--- config.mk ---
export PLATFORM = sky130hd
export DESIGN_NAME = cube_scan_flat
export DESIGN_NICKNAME = d
export VERILOG_FILES = /design/src/rtl/cube_scan_if.sv /design/src/rtl/cube_scan.sv /design/src/flat_wrapper.sv
export SDC_FILE = /design/constraint.sdc
export NUM_CORES = 1
export LEC_CHECK = 0
export ABC_AREA = 0
export CAP_MARGIN = 20
export CORE_ASPECT_RATIO = 0.8
export CORE_MARGIN = 2
export CORE_UTILIZATION = 40
export DETAILED_ROUTE_END_ITERATION = 12
export DONT_BUFFER_PORTS = 1
export GPL_TIMING_DRIVEN = 0
export PLACE_DENSITY = 0.57
export SLEW_MARGIN = 40
export SYNTH_ARGS = -nofsm -noshare
export SYNTH_HDL_FRONTEND = slang
export SYNTH_SLANG_ARGS = --single-unit
export TNS_END_PERCENT = 50
--- constraint.sdc ---
create_clock -name Clk -period 5 [get_ports Clk]
set_input_delay 1 -clock Clk [delete_from_list [all_inputs] [get_ports Clk]]
set_output_delay 1 -clock Clk [all_outputs]
set_load 0.02 [all_outputs]
--- src/rtl/cube_scan_if.sv ---
// Signal bundle between the Conway cube source, the scan driver and the LED driver chain.
interface cube_scan_if;
  logic [511:0] Cells;
  logic         Blank;
  logic         Ser_data;
  logic         Ser_clk;
  logic         Ser_latch;
  logic         Ser_oe_n;
  logic [7:0]   Layer_en;
  logic         Frame_done;

  modport slave (
    input  Cells, Blank,
    output Ser_data, Ser_clk, Ser_latch, Ser_oe_n, Layer_en, Frame_done
  );

  modport master (
    output Cells, Blank,
    input  Ser_data, Ser_clk, Ser_latch, Ser_oe_n, Layer_en, Frame_done
  );
endinterface

--- src/rtl/cube_scan.sv ---
// Layer-multiplexed 8x8x8 LED cube scanner: snapshots the cube per frame, shifts each
// 64-cell layer into a SIPO driver chain, latches it, then lights that layer for DWELL cycles.
module cube_scan #(
  parameter int unsigned CLK_DIV = 4,
  parameter int unsigned DWELL   = 1000
) (
  input  logic        Clk,
  input  logic        Reset,
  cube_scan_if.slave  bus
);

  localparam int unsigned DIV_W = (CLK_DIV > 1) ? $clog2(CLK_DIV) : 1;
  localparam int unsigned DWL_W = (DWELL > 1) ? $clog2(DWELL) : 1;

  localparam logic [1:0] S_LOAD  = 2'd0;
  localparam logic [1:0] S_SHIFT = 2'd1;
  localparam logic [1:0] S_LATCH = 2'd2;
  localparam logic [1:0] S_DWELL = 2'd3;

  logic [1:0]       state;
  logic [2:0]       z;
  logic [511:0]     frame;
  logic [63:0]      shreg;
  logic [6:0]       bits_left;
  logic [DIV_W-1:0] div_cnt;
  logic [DWL_W-1:0] dwell_cnt;

  logic             ser_data;
  logic             ser_clk;
  logic             ser_latch;
  logic             oe_n;
  logic [7:0]       layer_en;
  logic             frame_done;

  logic [63:0]      layer_src;
  logic [7:0]       lit_en;
  logic             div_end;

  // Layer 0 reads the live input so the snapshot and its first shift load share one cycle.
  always_comb begin
    layer_src = (z == 3'd0) ? bus.Cells[63:0] : frame[{z, 6'd0} +: 64];
    lit_en    = 8'b1 << z;
    div_end   = (div_cnt == DIV_W'(CLK_DIV - 1));
  end

  always_ff @(posedge Clk or negedge Reset) begin
    if (!Reset) begin
      state      <= S_LOAD;
      z          <= '0;
      frame      <= '0;
      shreg      <= '0;
      bits_left  <= '0;
      div_cnt    <= '0;
      dwell_cnt  <= '0;
      ser_data   <= 1'b0;
      ser_clk    <= 1'b0;
      ser_latch  <= 1'b0;
      oe_n       <= 1'b1;
      layer_en   <= '0;
      frame_done <= 1'b0;
    end else begin
      frame_done <= 1'b0;
      case (state)
        S_LOAD: begin
          if (z == 3'd0) frame <= bus.Cells;
          shreg     <= layer_src;
          ser_data  <= layer_src[63];
          ser_clk   <= 1'b0;
          div_cnt   <= '0;
          bits_left <= 7'd64;
          layer_en  <= '0;
          oe_n      <= 1'b1;
          state     <= S_SHIFT;
        end
        S_SHIFT: begin
          if (!div_end) begin
            div_cnt <= div_cnt + 1'b1;
          end else begin
            div_cnt <= '0;
            if (!ser_clk) begin
              ser_clk <= 1'b1;
            end else begin
              // Falling half done: advance to the next bit so data changes with Ser_clk low.
              ser_clk   <= 1'b0;
              shreg     <= {shreg[62:0], 1'b0};
              ser_data  <= shreg[62];
              bits_left <= bits_left - 1'b1;
              if (bits_left == 7'd1) begin
                state     <= S_LATCH;
                ser_latch <= 1'b1;
              end
            end
          end
        end
        S_LATCH: begin
          if (!div_end) begin
            div_cnt <= div_cnt + 1'b1;
          end else begin
            div_cnt   <= '0;
            ser_latch <= 1'b0;
            dwell_cnt <= '0;
            layer_en  <= bus.Blank ? '0 : lit_en;
            oe_n      <= bus.Blank;
            state     <= S_DWELL;
          end
        end
        S_DWELL: begin
          if (dwell_cnt != DWL_W'(DWELL - 1)) begin
            dwell_cnt <= dwell_cnt + 1'b1;
            layer_en  <= bus.Blank ? '0 : lit_en;
            oe_n      <= bus.Blank;
          end else begin
            layer_en   <= '0;
            oe_n       <= 1'b1;
            frame_done <= (z == 3'd7);
            z          <= z + 3'd1;
            state      <= S_LOAD;
          end
        end
        default: state <= S_LOAD;
      endcase
    end
  end

  assign bus.Ser_data   = ser_data;
  assign bus.Ser_clk    = ser_clk;
  assign bus.Ser_latch  = ser_latch;
  assign bus.Ser_oe_n   = oe_n;
  assign bus.Layer_en   = layer_en;
  assign bus.Frame_done = frame_done;

endmodule

--- src/flat_wrapper.sv ---
// flat-port wrapper written by rule: the top's interface ports become plain ports
module cube_scan_flat 
#(
  parameter int unsigned CLK_DIV = 4,
  parameter int unsigned DWELL   = 1000
)
  (Clk, Reset, bus_Cells, bus_Blank, bus_Ser_data, bus_Ser_clk, bus_Ser_latch, bus_Ser_oe_n, bus_Layer_en, bus_Frame_done);
  cube_scan_if bus_i ();
  input  logic Clk;
  input  logic Reset;
  input wire logic [$bits(bus_i.Cells)-1:0] bus_Cells;
  input wire logic [$bits(bus_i.Blank)-1:0] bus_Blank;
  output wire logic [$bits(bus_i.Ser_data)-1:0] bus_Ser_data;
  output wire logic [$bits(bus_i.Ser_clk)-1:0] bus_Ser_clk;
  output wire logic [$bits(bus_i.Ser_latch)-1:0] bus_Ser_latch;
  output wire logic [$bits(bus_i.Ser_oe_n)-1:0] bus_Ser_oe_n;
  output wire logic [$bits(bus_i.Layer_en)-1:0] bus_Layer_en;
  output wire logic [$bits(bus_i.Frame_done)-1:0] bus_Frame_done;
  assign bus_i.Cells = bus_Cells;
  assign bus_i.Blank = bus_Blank;
  assign bus_Ser_data = bus_i.Ser_data;
  assign bus_Ser_clk = bus_i.Ser_clk;
  assign bus_Ser_latch = bus_i.Ser_latch;
  assign bus_Ser_oe_n = bus_i.Ser_oe_n;
  assign bus_Layer_en = bus_i.Layer_en;
  assign bus_Frame_done = bus_i.Frame_done;
  cube_scan #(.CLK_DIV(CLK_DIV), .DWELL(DWELL)) u_core (.Clk(Clk), .Reset(Reset), .bus(bus_i));
endmodule
Word level (Yosys, flattened, before mapping). Index checks and enable logic that the tools add are counted.

Register bits after elaboration: 612. Bits in latches: 0. Bits in writable memories: 0. ROM bits: 0. Bits of input ports: 515. Logic and storage cells: 87. Memories: 0.

Add/subtract/negate cells: 4. Multiply operators: 0. Divide/modulo/power cells: 0. Magnitude comparators: 0. Eq/ne operators: 13. Shifts and indexed selects: 2. Muxes and demuxes: 38. Bitwise logic cells: 1. Reductions and logical operators: 16.

Operators by type and width (count): variable part select 512 x 10 -> 64 bit (1); 2-to-1 mux 63 bit (2); one-hot mux 63 bit (2 select lines) (1); 2-to-1 mux 64 bit (1); 2-to-1 mux 8 bit (3); one-hot mux 8 bit (3 select lines) (1); 2-to-1 mux 10 bit (2); one-hot mux 10 bit (2 select lines) (1); 2-to-1 mux 7 bit (2); one-hot mux 7 bit (2 select lines) (1); 2-to-1 mux 1 bit (12); 2-to-1 mux 2 bit (6); adder 10 x 1 -> 10 bit, second input constant (1); != test 10 bit, second input constant (1); != test 2 x 1 -> 1 bit, second input constant (5); AND reduction 5 bit (2); one-hot mux 2 bit (4 select lines) (1); AND reduction 2 bit (4); nonzero test 2 bit (4); << shifter 1 x 3 -> 8 bit, first input constant (1); equality test 7 x 1 -> 1 bit, second input constant (1); subtractor 7 x 1 -> 7 bit, second input constant (1); equality test 2 bit, second input constant (3); one-hot mux 1 bit (2 select lines) (3); other kinds (13) (14).

Logic depth before layout (Yosys ltp).
Depth after elaboration: 5. Gate-level depth with buffers: 13. Mapped depth without buffers: 6.

Least setup slack after synthesis. OpenSTA, ideal clock, no wires.

Path type: register to register. Start point: register u_core.z[0]. End point: register u_core.frame[424]. Library setup time: 125 ps. Arrival: 2472 ps. Path slack: 2403 ps. Stages on the path, launching flop included: 13. Path buffers: 7. Clock period less this slack: 2597 ps. Cells stage by stage: dfrtp_1 -> buf_2 -> buf_4 -> buf_6 -> buf_4 -> inv_1 -> ha_1 -> nor2b_1 -> buf_2 -> nand2_1 -> buf_2 -> buf_2 -> mux2_2.

Cells in the longest elaborated chain, start to end: 2.

RTL lines: start: declaration (RTL line cube_scan.sv:21) `logic [2:0] z;`; start signal: assignment (RTL line cube_scan.sv:116) `z <= z + 3'd1;`; logical NOT 3 bit (RTL line cube_scan.sv:65) `if (z == 3'd0) frame <= bus.Cells;`; AND reduction 2 bit (no source line); end signal: assignment (RTL line cube_scan.sv:65); end: declaration (RTL line cube_scan.sv:22) `logic [511:0] frame;`.

Every way passes these cells. A chain may end at the register's enable or synchronous reset.

Worst setup path in the final report.
Start point: register u_core.z[0]. End point: register u_core.shreg[40].

Cells in the longest elaborated chain, start to end: 3. Elaborated cells on any way between the ends: 4.

RTL lines: variable part select 512 x 10 -> 64 bit or logical NOT 3 bit (tied branches) (RTL line cube_scan.sv:41) `layer_src = (z == 3'd0) ? bus.Cells[63:0] : frame[{z, 6'd0} +: 64];`; 2-to-1 mux 64 bit (*) (RTL line cube_scan.sv:41); one-hot mux 63 bit (2 select lines) (*) (RTL line cube_scan.sv:63) `case (state)`; end signal: assignment (RTL line cube_scan.sv:66) `shreg <= layer_src;`; end signal: assignment (RTL line cube_scan.sv:85) `shreg <= {shreg[62:0], 1'b0};`; end: declaration (RTL line cube_scan.sv:23) `logic [63:0] shreg;`.

Mark *: on every way between the ends. The rest lies on a longest branch, timed or not.

==> impl_results.md <==
* Worst Max-Slew Pin Slew at 0.9300 ns
* CP max FO at 10
* Worst slew slack as a fraction of its limit at 0.3752
* Port Buffer Count at 0
* Startpoint types: flip-flop
* Synth Flop Type: sky130_fd_sc_hd__dfrtp_1
* RePlAce Congestion at 0.8154
* TritonCTS clock tree: yes
* Class of the worst hold path: in2async
* Number of cells on the worst reg-to-reg path at 13
* Min Tclk post-route at 4.649 ns
* Drc violations at 0
* Tot GR Track Use at 0.2623
* Total overflow reported by the global router at 0
* Share of cell area taken by muxes after synthesis at 0.2924
* Critical Path Slowest Stage Cell: sky130_fd_sc_hd__nor3_1
* Setup repair after global routing missed its margin: no
* Maximum VDD drop at 0.2377 mV
* Hold WS at 0.09550 ns
* Multi-input combinational cell area at 11680 sq um
* Leakage power total at 12.53 nW
* Clock transition at the registers of the reported paths at 0.06 ns
* Height of the die at 239.7 microns
* Setup skew after layout at 0.02402 ns
* Sum of buffers and inverters on the critical path at 8
* Summed area of non-filler cells in the final layout at 31380 sq um
* Max-slew violation count at 0
* Fraction of synthesized cell area in xor and xnor cells at 0.003154
* Synthesized Nets at 2512
* Final number of hold-violating endpoints at 0
* Required arrival time at the worst endpoint at 5.51 ns
* Largest net degree at the start of global routing at 613
* Critical Path AT at 5.16 ns
* Core Footprint at 68760 sq um
* Cts repair resizes at 0
* Full die area at 71550 sq um
* Cell area reported after detailed placement at 28980 sq um
* Number of placement rows at 86
* Adder-cell share of the synthesized area at 0.006759
* Number of global-route vias before repair at 19130
* TritonCTS Buffers at 67
* Distinct cell type count of the synthesized netlist at 52
* Final wirelength at 95220 microns
* Post-DRT Antenna Nets at 0
* Combined flip-flop and latch cell area at 15320 sq um
* Max Freq at 215.1 MHz
* Largest incremental delay on the critical path at 0.76 ns
* Post CTS Setup Buffer Count at 0
* Mapped cell area at 27770 sq um
* Critical Path End Type: flip-flop
* First-pass iteration count of the detailed router at 5
* Wire length of the first global-routing pass at 135200 microns
* Share of flip-flops with an asynchronous set or reset at 1.000
* Cell Count Post-Placement at 2909
* Worst path most repeated cell: sky130_fd_sc_hd__buf_2
* Number of synthesis warnings at 0
* Hold bufs inserted after CTS at 0
* Cell-by-cell listing of the critical path: buf_2 > buf_4 > buf_6 > buf_4 > inv_1 > ha_1 > nand2b_1 > buf_2 > nor3_1 > buf_2 > buf_2 > a221oi_1 > a21oi_1
* Horizontal die dimension at 298.6 microns
* Clock root buffer master: sky130_fd_sc_hd__clkbuf_16
* Cell depth of the worst setup path at 13
* Worst setup path class: reg2reg
* Fraction of the mapped netlist area in compound gates at 0.07345
* Post-Syn Area per Cell at 14.01 sq um
* Routed length per instance at 31.14 microns
* Reg-to-reg setup timing slack at 0.35 ns
* Initial antenna violation count at 42
* Number of design-rule violations left by the first detailed-router iteration at 1324
* Post-synth EDFFs at 0
* Gate count of the mapped netlist at 1982
* CP delay by family, top: buffers and inverters
* Critical Path Start: u_core.z[0]
* Detailed Place HPWL at 68310 microns
* H-tree Lvls at 3
* Launch point of the worst reg-to-reg path: u_core.z[0]
* Synthesized-area fraction occupied by and/or/nand/nor cells at 0.04457
* Status: completed
* Number of violations of the max-capacitance limit at 0
* Worst setup path endpoint: u_core.shreg[40]
* Tcrit/Tclk final at 0.9298
* Post-detailed-route via-to-cell ratio at 5.938
* Reg-to-Reg End: u_core.shreg[40]
* Via Count at 18160
* Largest family of logic cells by synthesized area: multiplexers
* Clock net sink count at 612
* Fin cells at 3058
* Seq/Total Area, Yosys at 0.5516
* Share of post-route cells with drive strength above 1 at 0.4068
* Fill count at 6145
* Total power at 0.01077 W
* Power Density at 343.3 nW/um^2
* Area added between synthesis and finish at 13.02%
* Setup-violating endpoint count in the final report at 0
* Core utilization of the finished layout at 0.4564
* Final nets at 2589
* Initial Util at 0.4038
* I/O pins at 528
* Flip-flop and latch count after synthesis at 612
* Bufs on Longest Clock Path at 3
* Clock latency on the worst-skew pair at 0.61 ns
power breakdown:
group / switching, W / total, W / internal [W]
combinational: 0.000190 / 0.000425 / 0.000235
clock: 0.00212 / 0.00504 / 0.00292
sequential: 0.000120 / 0.00531 / 0.00519
total: 0.00243 / 0.0108 / 0.00835
cells in the final DEF (no fill, tap or decap), types with 5 or more instances in the layout:
cell	netlist	routed
sky130_fd_sc_hd__dfrtp_1	611	611
sky130_fd_sc_hd__mux2_2	586	586
sky130_fd_sc_hd__buf_2	82	84
sky130_fd_sc_hd__a21oi_1	80	80
sky130_fd_sc_hd__o21ai_0	72	72
sky130_fd_sc_hd__clkbuf_16	0	68
sky130_fd_sc_hd__clkbuf_1	61	65
sky130_fd_sc_hd__a221oi_1	62	62
sky130_fd_sc_hd__nand2_1	60	60
sky130_fd_sc_hd__nand4b_1	59	59
sky130_fd_sc_hd__mux4_2	50	50
sky130_fd_sc_hd__a221o_1	48	48
sky130_fd_sc_hd__mux2i_1	38	38
sky130_fd_sc_hd__diode_2	0	25
sky130_fd_sc_hd__nor2_1	22	22
sky130_fd_sc_hd__ha_1	15	15
sky130_fd_sc_hd__nand3_1	13	13
sky130_fd_sc_hd__clkbuf_8	0	13
sky130_fd_sc_hd__inv_1	11	11
sky130_fd_sc_hd__clkbuf_2	0	11
sky130_fd_sc_hd__nor3_1	12	11
sky130_fd_sc_hd__o22ai_1	10	10
sky130_fd_sc_hd__clkinv_2	0	10
sky130_fd_sc_hd__buf_4	6	7
sky130_fd_sc_hd__nand2b_1	6	6
sky130_fd_sc_hd__nor2b_1	5	5
sky130_fd_sc_hd__xnor2_1	5	5
sky130_fd_sc_hd__xor2_1	5	5
sky130_fd_sc_hd__a32o_1	5	5
sky130_fd_sc_hd__a22oi_1	5	5
sky130_fd_sc_hd__nor3b_1	5	5
sky130_fd_sc_hd__buf_16	0	5
layer usage:
layer,vias to the layer above,part of all wire,GRT usage
met4,38,0.024,0.08558
met3,175,0.090,0.09079
met2,720,0.48,0.4216
met1,9579,0.41,0.3317
li1,7647,-,-
met5,-,0.0026,0
flip-flops by register name, indices dropped and copies added, names as in the netlist:
register	flops
u_core.frame	512
u_core.shreg	63
u_core.dwell_cnt	10
u_core.bus.Layer_en	8
u_core.bits_left	7
u_core.z	3
u_core.div_cnt	2
u_core.state	2
u_core.bus.Frame_done	1
u_core.bus.Ser_clk	1
u_core.bus.Ser_data	1
u_core.bus.Ser_latch	1
u_core.bus.Ser_oe_n	1
cells in the mapped netlist (all sizes together) (6+ instances only):
master	count	area, sq um
mux2i	38	380.4
nand4b	59	516.8
dfrtp	611	15290
nand2b	6	37.54
nand2	60	225.2
a221o	48	480.5
clkbuf	61	229.0
nor2	22	82.58
mux2	587	6614
nor3	13	70.07
a221oi	62	543.0
inv	11	41.29
o22ai	10	62.56
o21ai	73	365.4
ha	15	187.7
nand3	13	65.06
mux4	50	1126
a21oi	80	400.4
buf	96	508.0
stage by stage:
stage          TNS, ns  setup slack (ns)
6_report             0            0.3512
5_1_grt              0            0.2876
4_1_cts              0            0.5585
3_5_place_dp         0            0.5866
3_3_place_gp    -1.842           -0.3709
2_1_floorplan        0             2.403
logic make-up (layout without fill, tap and decap cells):
kind of cell / count (synthesis) / count (layout)
adder cells (fa/ha/maj): 15 / 15
flip-flops: 612 / 612
other: 0 / 25
AND/OR/NAND/NOR: 207 / 207
buffers and inverters: 168 / 295
AO/OA/AOI/OAI: 295 / 295
XOR/XNOR: 10 / 10
multiplexers: 675 / 675
worst reg2reg max path: cells and delay by family, from the launching register on:
kind | cells | cell delay [ns]
compound gates | 2 | 0.38
fa+ha+maj | 1 | 0.28
buf+inv | 8 | 2.59
flops | 1 | 0.38
simple gates | 2 | 0.93
how the worst min path moves through the flow:
stage / endpoint / cells past startpoint / slack (ns)
after detailed placement: u_core.frame[0] / 1 / 0.49
after floorplan: u_core.div_cnt[1] / 2 / 0.46
after global placement: u_core.frame[64] / 1 / 0.48
after CTS: u_core.dwell_cnt[9] / 0 / 0.1
final: u_core.dwell_cnt[9] / 0 / 0.1
after global routing: u_core.dwell_cnt[9] / 0 / 0.07
final cells by class:
type,instances,area share
diodes,25,0.001993
multi-input cells,1202,0.3723
repair buffers,8,0.005263
plain buffers,157,0.02396
well taps,924,0.03684
flip-flops and latches,612,0.4880
clock inverters,23,0.008572
inverters,11,0.001316
clock buffers,96,0.06172
Note: power is estimated with default switching activity, not from simulation.
